## src/rtl/tug_field_engine.sv

```systemverilog
// -----------------------------------------------------------------------------
// tug_field_engine
// Tug-of-war playfield engine. A single lit position on an N-light field is
// pulled left or right by rising edges on the player inputs. The right player
// may be replaced by an LFSR-driven computer opponent. Each player has a
// score counter, and the match ends when either score reaches WIN_SCORE.
//
// Parameters
//   NUM_LIGHTS  playfield width, legal range 3..32
//   SCORE_W     width of each score counter
//   WIN_SCORE   points that end the match, 1 .. 2^SCORE_W-1
//   LFSR_W      computer-player LFSR width
//   TAP_MASK    LFSR feedback taps (XNOR feedback, all-ones is the lock-up state)
//
// Ports
//   clk         system clock, all state updates on posedge
//   reset       synchronous active-high reset
//   in_l        left player level input (already synchronised)
//   in_r        right player level input (ignored when cpu_en=1)
//   cpu_en      1 = right player driven by the LFSR computer
//   cpu_thresh  computer aggressiveness, larger means more presses
//   field       one-hot light position, MSB = leftmost
//   score_l/r   player scores
//   point_l/r   one-cycle pulse when a player scores
//   match_over  high once either score reaches WIN_SCORE
//   winner      0 = left won, 1 = right won (valid while match_over=1)
// -----------------------------------------------------------------------------
module tug_field_engine #(
  parameter int unsigned              NUM_LIGHTS = 9,
  parameter int unsigned              SCORE_W    = 3,
  parameter int unsigned              WIN_SCORE  = 7,
  parameter int unsigned              LFSR_W     = 10,
  parameter logic [LFSR_W-1:0]        TAP_MASK   = 10'b1001000000
) (
  input  logic                  clk,
  input  logic                  reset,
  input  logic                  in_l,
  input  logic                  in_r,
  input  logic                  cpu_en,
  input  logic [LFSR_W-1:0]     cpu_thresh,
  output logic [NUM_LIGHTS-1:0] field,
  output logic [SCORE_W-1:0]    score_l,
  output logic [SCORE_W-1:0]    score_r,
  output logic                  point_l,
  output logic                  point_r,
  output logic                  match_over,
  output logic                  winner
);

  localparam int unsigned CENTER = NUM_LIGHTS / 2;
  localparam logic [NUM_LIGHTS-1:0] FIELD_CENTER =
    NUM_LIGHTS'(1) << CENTER;
  localparam logic [SCORE_W-1:0] WIN_VAL = SCORE_W'(WIN_SCORE);

  typedef enum logic [1:0] {
    ST_PLAY  = 2'd0,
    ST_POINT = 2'd1,
    ST_OVER  = 2'd2
  } state_e;

  state_e                  state_q, state_d;
  logic [NUM_LIGHTS-1:0]   field_q, field_d;
  logic [SCORE_W-1:0]      score_l_q, score_l_d;
  logic [SCORE_W-1:0]      score_r_q, score_r_d;
  logic                    point_l_q, point_l_d;
  logic                    point_r_q, point_r_d;
  logic                    match_over_q, match_over_d;
  logic                    winner_q, winner_d;
  logic [LFSR_W-1:0]       lfsr_q, lfsr_d;
  logic                    in_l_q, in_r_q;

  logic                    cpu_req;
  logic                    req_r;
  logic                    press_l;
  logic                    press_r;

  // Computer opponent: XNOR-feedback LFSR compared against the threshold.
  assign lfsr_d  = {lfsr_q[LFSR_W-2:0], ~^(lfsr_q & TAP_MASK)};
  assign cpu_req = (cpu_thresh > lfsr_q);
  assign req_r   = cpu_en ? cpu_req : in_r;

  // Rising-edge press detection; a held level yields a single press.
  assign press_l = in_l  & ~in_l_q;
  assign press_r = req_r & ~in_r_q;

  // Edge registers and LFSR run in every state.
  always_ff @(posedge clk) begin
    if (reset) begin
      in_l_q <= 1'b0;
      in_r_q <= 1'b0;
      lfsr_q <= '0;
    end else begin
      in_l_q <= in_l;
      in_r_q <= req_r;
      lfsr_q <= lfsr_d;
    end
  end

  // Match state register and registered outputs.
  always_ff @(posedge clk) begin
    if (reset) begin
      state_q      <= ST_PLAY;
      field_q      <= FIELD_CENTER;
      score_l_q    <= '0;
      score_r_q    <= '0;
      point_l_q    <= 1'b0;
      point_r_q    <= 1'b0;
      match_over_q <= 1'b0;
      winner_q     <= 1'b0;
    end else begin
      state_q      <= state_d;
      field_q      <= field_d;
      score_l_q    <= score_l_d;
      score_r_q    <= score_r_d;
      point_l_q    <= point_l_d;
      point_r_q    <= point_r_d;
      match_over_q <= match_over_d;
      winner_q     <= winner_d;
    end
  end

  // Next-state and output logic.
  always_comb begin
    state_d      = state_q;
    field_d      = field_q;
    score_l_d    = score_l_q;
    score_r_d    = score_r_q;
    point_l_d    = 1'b0;
    point_r_d    = 1'b0;
    match_over_d = match_over_q;
    winner_d     = winner_q;

    unique case (state_q)
      ST_PLAY: begin
        // Simultaneous presses cancel each other out.
        if (press_l && !press_r) begin
          if (field_q[NUM_LIGHTS-1]) begin
            state_d   = ST_POINT;
            field_d   = '0;
            point_l_d = 1'b1;
            score_l_d = score_l_q + SCORE_W'(1);
          end else begin
            field_d = field_q << 1;
          end
        end else if (press_r && !press_l) begin
          if (field_q[0]) begin
            state_d   = ST_POINT;
            field_d   = '0;
            point_r_d = 1'b1;
            score_r_d = score_r_q + SCORE_W'(1);
          end else begin
            field_d = field_q >> 1;
          end
        end
      end

      ST_POINT: begin
        // Presses here are dropped; the scorer is identified by its pulse.
        if (point_l_q && (score_l_q == WIN_VAL)) begin
          state_d      = ST_OVER;
          match_over_d = 1'b1;
          winner_d     = 1'b0;
        end else if (point_r_q && (score_r_q == WIN_VAL)) begin
          state_d      = ST_OVER;
          match_over_d = 1'b1;
          winner_d     = 1'b1;
        end else begin
          state_d = ST_PLAY;
          field_d = FIELD_CENTER;
        end
      end

      ST_OVER: begin
        state_d = ST_OVER;
      end

      default: begin
        state_d = ST_PLAY;
        field_d = FIELD_CENTER;
      end
    endcase
  end

  assign field      = field_q;
  assign score_l    = score_l_q;
  assign score_r    = score_r_q;
  assign point_l    = point_l_q;
  assign point_r    = point_r_q;
  assign match_over = match_over_q;
  assign winner     = winner_q;

endmodule

```

## config.mk

```make
export PLATFORM = sky130hd
export DESIGN_NAME = tug_field_engine
export DESIGN_NICKNAME = d
export VERILOG_FILES = /design/src/rtl/tug_field_engine.sv
export SDC_FILE = /design/constraint.sdc
export NUM_CORES = 1
export LEC_CHECK = 0
export ABC_AREA = 1
export CORE_UTILIZATION = 45
export CTS_BUF_LIST = sky130_fd_sc_hd__clkbuf_8 sky130_fd_sc_hd__clkbuf_16
export DETAILED_ROUTE_END_ITERATION = 10
export GPL_ROUTABILITY_DRIVEN = 1
export MAX_ROUTING_LAYER = met4
export PLACE_DENSITY = 0.78
export SYNTH_ARGS = -nofsm -noshare
export SYNTH_HDL_FRONTEND = slang
export SYNTH_SLANG_ARGS = --single-unit
```

## constraint.sdc

```tcl
create_clock -name clk -period 5.9 [get_ports clk]
set_clock_uncertainty 0.15 [all_clocks]
set_input_delay 1.18 -clock clk [delete_from_list [all_inputs] [get_ports clk]]
set_output_delay 1.18 -clock clk [all_outputs]
set_load 0.005 [all_outputs]
```

== After elaboration in Yosys (flattened, before gate mapping) ==
Cells that the tools add are included.

* Register bits: 33
* Bits in latches: 0
* Bits in writable memories: 0
* ROM bits: 0
* Input bits: 15
* Output and inout port bits: 19
* Word-level logic and storage cells: 67
* Memories: 0

* Add/subtract/negate cells: 2
* $mul: 0
* Div/mod/pow operators: 0
* Magnitude comparators: 1
* Equality and inequality tests: 9
* Shift operators: 0
* Muxes and demuxes: 20
* Bitwise gates (word level): 8
* Reduce and logical (&&, ||, !) cells: 16

{| class="wikitable"
|+ Operators with widths
! cell !! number
|-
| two-way mux 9 bit || 5
|-
| one-hot mux 9 bit (3 select lines) || 1
|-
| two-way mux 2 bit || 6
|-
| greater-than comparator 10 bit || 1
|-
| XNOR reduction 10 bit || 1
|-
| inequality test 3 bit (second input constant) || 3
|-
| two-way mux 8 bit || 1
|-
| AND reduction 4 bit || 2
|-
| adder 3 x 1 -> 3 bit (second input constant) || 2
|-
| equality test 3 bit (second input constant) || 2
|-
| two-way mux 1 bit || 6
|-
| NOT 1 bit || 6
|-
| one-hot mux 2 bit (3 select lines) || 1
|-
| AND reduction 3 bit || 2
|-
| logical AND 1 bit || 4
|-
| inequality test 2 bit (second input constant) || 2
|-
| OR reduction 4 bit || 1
|-
| OR reduction 3 bit || 1
|-
| AND 1 bit || 2
|-
| equality test 2 x 1 -> 1 bit (second input constant) || 1
|-
| equality test 2 bit (second input constant) || 1
|-
| zero test 1 bit || 2
|-
| zero test 2 bit || 1
|-
| AND reduction 2 bit || 1
|-
| nonzero test 2 bit || 1
|}

== Longest topological paths before layout ==
* Depth after elaboration: 7
* Mapped depth: 18
* Mapped depth without buffers: 18

== Worst setup path after synthesis ==
OpenSTA, ideal clock, no wires.

* Kind: input port to flip-flop
* Start: input cpu_thresh[9]
* End: register field_q[4], in the netlist field[4]
* Library setup time: 123 ps
* Data arrival time: 2815 ps
* Required time: 5627 ps
* Slack: 2812 ps
* Stages: 13
* Path buffers: 1
* Path through: ha_1 -> nand2_1 -> nor2_1 -> nand3_1 -> nand3_1 -> nand2_1 -> a21oi_1 -> ha_1 -> nand2_1 -> nand2_4 -> buf_8 -> a21oi_1 -> o21ai_0

* Word-level cells in the longest chain between the ends: 7
* Elaborated cells between the ends (all ways): 10
* Those cells by class: order compare (1); eq/ne (1); mux (3); bitwise (1); reduce/logical (4)

{| class="wikitable"
|+ Ends and longest elaborated chain
! element !! line !! RTL
|-
| start: declaration || 40 || <nowiki>input logic [LFSR_W-1:0] cpu_thresh,</nowiki>
|-
| greater-than comparator 10 bit (*) || 79 || <nowiki>assign cpu_req = (cpu_thresh > lfsr_q);</nowiki>
|-
| two-way mux 1 bit (*) || 80 || <nowiki>assign req_r = cpu_en ? cpu_req : in_r;</nowiki>
|-
| AND 1 bit (*) || 84 || <nowiki>assign press_r = req_r & ~in_r_q;</nowiki>
|-
| zero test 1 bit || 136 || <nowiki>if (press_l && !press_r) begin</nowiki>
|-
| logical AND 1 bit || 136 ||
|-
| inequality test 3 bit (no line) or two-way mux 9 bit (tied branches) || -- ||
|-
| AND reduction 4 bit (no line) or one-hot mux 9 bit (3 select lines) (tied branches) || -- ||
|-
| end signal: assignment || 112 || <nowiki>field_q <= field_d;</nowiki>
|-
| end: declaration || 62 || <nowiki>logic [NUM_LIGHTS-1:0] field_q, field_d;</nowiki>
|}

Mark *: on every way between the ends. The rest lies on a longest branch, timed or not.
A chain may end at the register's enable or synchronous reset.

== Final worst setup path ==
* Start: input cpu_thresh[5]
* End: register field_q[1], in the netlist field[1]

Same word-level chain as after synthesis.

==> results by stage <==
Clock network:
- The clock drives 33 sinks.
- TritonCTS created 5 clock buffers.
- The TritonCTS clock tree is done.
- The number of buffers added to fix hold violations after cts is 0.
- The maximum number of buffers from clock root to sink is 2.
- The tree is rooted in a sky130_fd_sc_hd__clkbuf_8.
- Buffers added to address setup during post-CTS repair amount to 0.
- The clock input transition at the sequential cells of the worst setup and hold paths is around 0.070 ns.
- The level count of the clock H-tree is 2.
- Gates resized during post-CTS repair numbered 0.
- The later-pin clock latency in the skew report is slightly below 0.3 ns.

Drt:
- Detailed routing inserted a total of around 1400 vias.
- The detail-routed via count per cell is 4.617.
- The routed length per instance is 10.08 um.
- Wires add up to roughly 3.0 mm.
- The iteration-0 DRC count of the detailed router is 38.
- The pre-antenna-repair detailed-routing pass consisted of 4 iterations.
- The number of nets still failing antenna checks after routing is 0.
- After detailed routing, the number of remaining DRC violations is 0.

Hold path:
- In this run the most critical hold path is launched from lfsr_q[3]$_SDFF_PP0_.
- The worst hold path belongs to the class flop to flop.

Global route:
- The first global-routing pass estimated 5.181 mm of wire.
- The final global-route overflow total is 0.
- The number of global-route vias before repair came to 1225.
- Entering global routing, the biggest net connects 25 pins.
- In the global route stage, overall resource usage came out at 19.96%.
- The number of antenna violations at the first check in global routing is 0.

STA:
- For the finished layout, the period the worst path requires is roughly 3.5 ns.
- Setup repair after global routing left no endpoint under its margin.
- Across all hold checks on the routed design, the worst slack comes to roughly 0.29 ns.
- The hold violation count in the final report came to 0.
- Setup violations remaining at the end of the flow were counted as 0.
- The slew at the pin with the worst max-slew slack is between 0.8 and 0.9 ns.
- The normalized max-slew margin is 40.76%.
- The final number of max-transition violations is 0.
- Adding up every negative setup slack in the final design gives 0 ns.
- The highest clock rate is between 0.2 and 0.3 GHz.
- Dividing the final minimum period by the clock period gives roughly three fifths.

Power:
- In this run, flip-flops and latches consume approximately 49% of the power.
- The maximum vdd ir drop is ~0.14 mV.
- The share of total power dissipated in combinational logic is around 17%.
- The fraction of power consumed by the clock network is between 30% and 40%.
- The switching power share of the total is 27.61%.
- For this design the static power due to leakage is between 0.9 and 1 nW.
- The power per unit of standard cell area is approximately 240 mW/mm^2.
- The internal power consumption is 0.0003551 W.
- The power dissipated by switching net loads is approximately 0.00014 W.

Place:
- The number of buffer cells added on primary ports is 33.
- Once placement finished, the instance area stood at slightly below 0.002 mm^2.
- Summed over all nets, the half-perimeter wirelength after detailed placement is 2.269 mm.
- At the end of routability-driven placement, the weighted congestion stood at a little under 0.9.

Die:
- The die is ~62 um wide.
- The die covers about 0.0038 mm^2.
- The floorplan step set the die height to ~62 um.
- The area inside the core boundary is between 0.003 and 0.004 mm^2.
- The initialized floorplan defines 21 standard-cell rows.
- For this configuration, the core starts out at a cell density of 47.58%.
- The number of top-level design ports is 34.

Yosys:
- The cell accounting for the most synthesized area is sky130_fd_sc_hd__dfxtp_1.
- The most used flip-flop cell after synthesis is sky130_fd_sc_hd__dfxtp_1.
- In the post-synthesis netlist, the biggest area contributors are sky130_fd_sc_hd__dfxtp_1 (41%), sky130_fd_sc_hd__ha_1 (13%), sky130_fd_sc_hd__nand2_1 (10%).
- After synthesis, the most frequently instantiated cells are sky130_fd_sc_hd__nand2_1 (44), sky130_fd_sc_hd__inv_1 (38), sky130_fd_sc_hd__nor2_1 (34).
- The number of different library cells in the post-synthesis netlist is 20.
- The area share of the largest cell type after synthesis is 41.28%.
- The share of async-settable or async-resettable flops after synthesis is 0%.
- The post-synthesis sequential element count is 33.
- The number of enable flip-flop cells after synthesis is 0.
- The average footprint of a synthesized cell is between 7 and 8 um^2.
- The synthesis warning total is 0.
- The gate count of the mapped netlist is around 220.
- The portion of the post-synthesis area used by sequential elements is around 41%.
- The cell area after synthesis is ~0.0016 mm^2.
- The net count after synthesis is around 250.
- The most common cell in the synthesized netlist is sky130_fd_sc_hd__nand2_1.

Final layout:
- The layout filler cell count is 351.
- The finished cells cover 0.002033 mm^2.
- The area used by sequential logic in the layout is about 660 um^2.
- Relative to the synthesized area, the layout overhead comes to 27.05%.
- The ratio of cells with drive above 1 in the final layout is 4.724%.
- Cells fill between 60% and 70% of the core in the end.
- The repair_antennas step left the layout with diodes totalling 0.
- The multi-input combinational cells in the finished layout cover a total of approximately 750 um^2.
- The net count of the finished layout is approximately 280.

Run status:
- The flow ran to the end, and the final reports show no timing, DRC or antenna violations.

Setup path:
- The critical path arrival is roughly 3.6 ns.
- STA classifies the critical path startpoint as an input port.
- In this run the worst setup path begins at cpu_thresh[5].
- The largest fanout on the critical path is 7.
- The slowest stage cell on the critical path is sky130_fd_sc_hd__clkdlybuf4s50_1.
- The signal on the critical path passes through clkdlybuf4s50_1 > ha_1 > nand2_1 > nor2_1 > nand3_1 > nand3_1 > nand2_1 > nand2_1 > nand2_1 > ha_1 > nor2_1 > nand2_1 > o21ai_0 > nand3_1 > a21oi_1.
- The longest individual stage delay on the worst path is about 0.42 ns.
- At the worst endpoint, the required time is approximately 6 ns.
- The beginning of the worst register-to-register path is lfsr_q[9]$_SDFF_PP0_.
- In this design, the critical path's most frequently occurring cell is sky130_fd_sc_hd__nand2_1.
- STA classifies the critical path endpoint as a flop.
- The critical path in this run is classified as input port to flop.

Run:
- The number of max-capacitance violations reported is 0.
## metrics by stage
| stage | cells | power (W) | setup slack [ns] |
|---|---|---|---|
| final | 300 | 0.0004906 | 2.401 |
| after CTS | 300 | 0.0004969 | 2.448 |
| after floorplan | 217 | 0.0002993 | 2.812 |
| after global placement | 292 | 0.0003273 | 2.222 |
| after global routing | 300 | 0.0005218 | 2.155 |
| after detailed placement | 292 | 0.0003290 | 2.151 |
## routing by layer
metal / global-route usage, % / up-vias / part of all wire, %
met4: 8.571 / 0 / 2.1
li1: - / 749 / -
met2: 31.18 / 27 / 45
met3: 6.933 / 5 / 4.2
met5: - / - / 0
met1: 23.17 / 604 / 48
## sequential cells by signal, indices dropped and copies added (netlist names)
register and count:
field 9, in_l_q 1, in_r_q 1, lfsr_q 10, match_over 1, point_l 1, point_r 1, score_l 3
score_r 3, state_q 2, winner 1
## final timing paths
| check | endpoint | slack, ns | cells after the start |
|---|---|---|---|
| setup reg to reg | field[1]$_SDFFE_PP0P_ | 3.35 | 15 |
| setup / recovery | field[1]$_SDFFE_PP0P_ | 2.40 | 15 |
| hold / removal | lfsr_q[4]$_SDFF_PP0_ | 0.29 | 2 |
| hold reg to reg | lfsr_q[4]$_SDFF_PP0_ | 0.29 | 2 |
## final cells by class
class	instances	share of cell area (%)
repair buffers	33	16.25
multi-input cells	141	36.98
flip-flops and latches	33	32.49
well taps	46	2.831
inverters	39	7.200
clock buffers	5	3.385
clock inverters	3	0.8615
## worst max-delay path: cells and delay by family
| kind | cells | cell delay (ns) |
|---|---|---|
| adder cells (fa/ha/maj) | 2 | 0.51 |
| buffers and inverters | 1 | 0.42 |
| AND/OR/NAND/NOR | 10 | 1.09 |
| AO/OA/AOI/OAI | 2 | 0.35 |
## cells in the final DEF (no fill, tap or decap)
cell type	synthesis	final
sky130_fd_sc_hd__and3_1	1	1
sky130_fd_sc_hd__clkdlybuf4s50_1	0	33
sky130_fd_sc_hd__inv_1	38	38
sky130_fd_sc_hd__nor2_2	1	1
sky130_fd_sc_hd__nand4_1	2	2
sky130_fd_sc_hd__clkinvlp_4	0	1
sky130_fd_sc_hd__a21oi_1	16	16
sky130_fd_sc_hd__nor2_1	34	34
sky130_fd_sc_hd__o21ai_0	10	10
sky130_fd_sc_hd__nand2_4	1	1
sky130_fd_sc_hd__or2_0	1	1
sky130_fd_sc_hd__nand2_1	44	44
sky130_fd_sc_hd__inv_2	1	1
sky130_fd_sc_hd__nand3b_1	1	1
sky130_fd_sc_hd__dfxtp_1	33	33
sky130_fd_sc_hd__ha_1	16	16
sky130_fd_sc_hd__o22ai_1	4	4
sky130_fd_sc_hd__and2_4	1	1
sky130_fd_sc_hd__nand3_1	9	9
sky130_fd_sc_hd__clkbuf_8	0	5
sky130_fd_sc_hd__clkinv_2	0	2
## cell families (layout without fill, tap and decap cells)
kind of cell / Yosys count / in the layout / share of synthesized area, %
flops: 33 / 33 / 41.28
buf+inv: 43 / 80 / 11.73
compound gates: 30 / 30 / 9.695
simple gates: 95 / 95 / 24.79
fa+ha+maj: 16 / 16 / 12.51
## power groups by stage
stage	logic (W)	registers (W)	clock network [W]
floorplan	0.0000556	0.000244	0
global placement	0.0000836	0.000244	0
detailed placement	0.0000848	0.000244	0
CTS	0.0000851	0.000239	0.000173
global route	0.0000991	0.000240	0.000182
finish	0.0000851	0.000239	0.000167
Note: power is estimated with default switching activity, not from simulation.
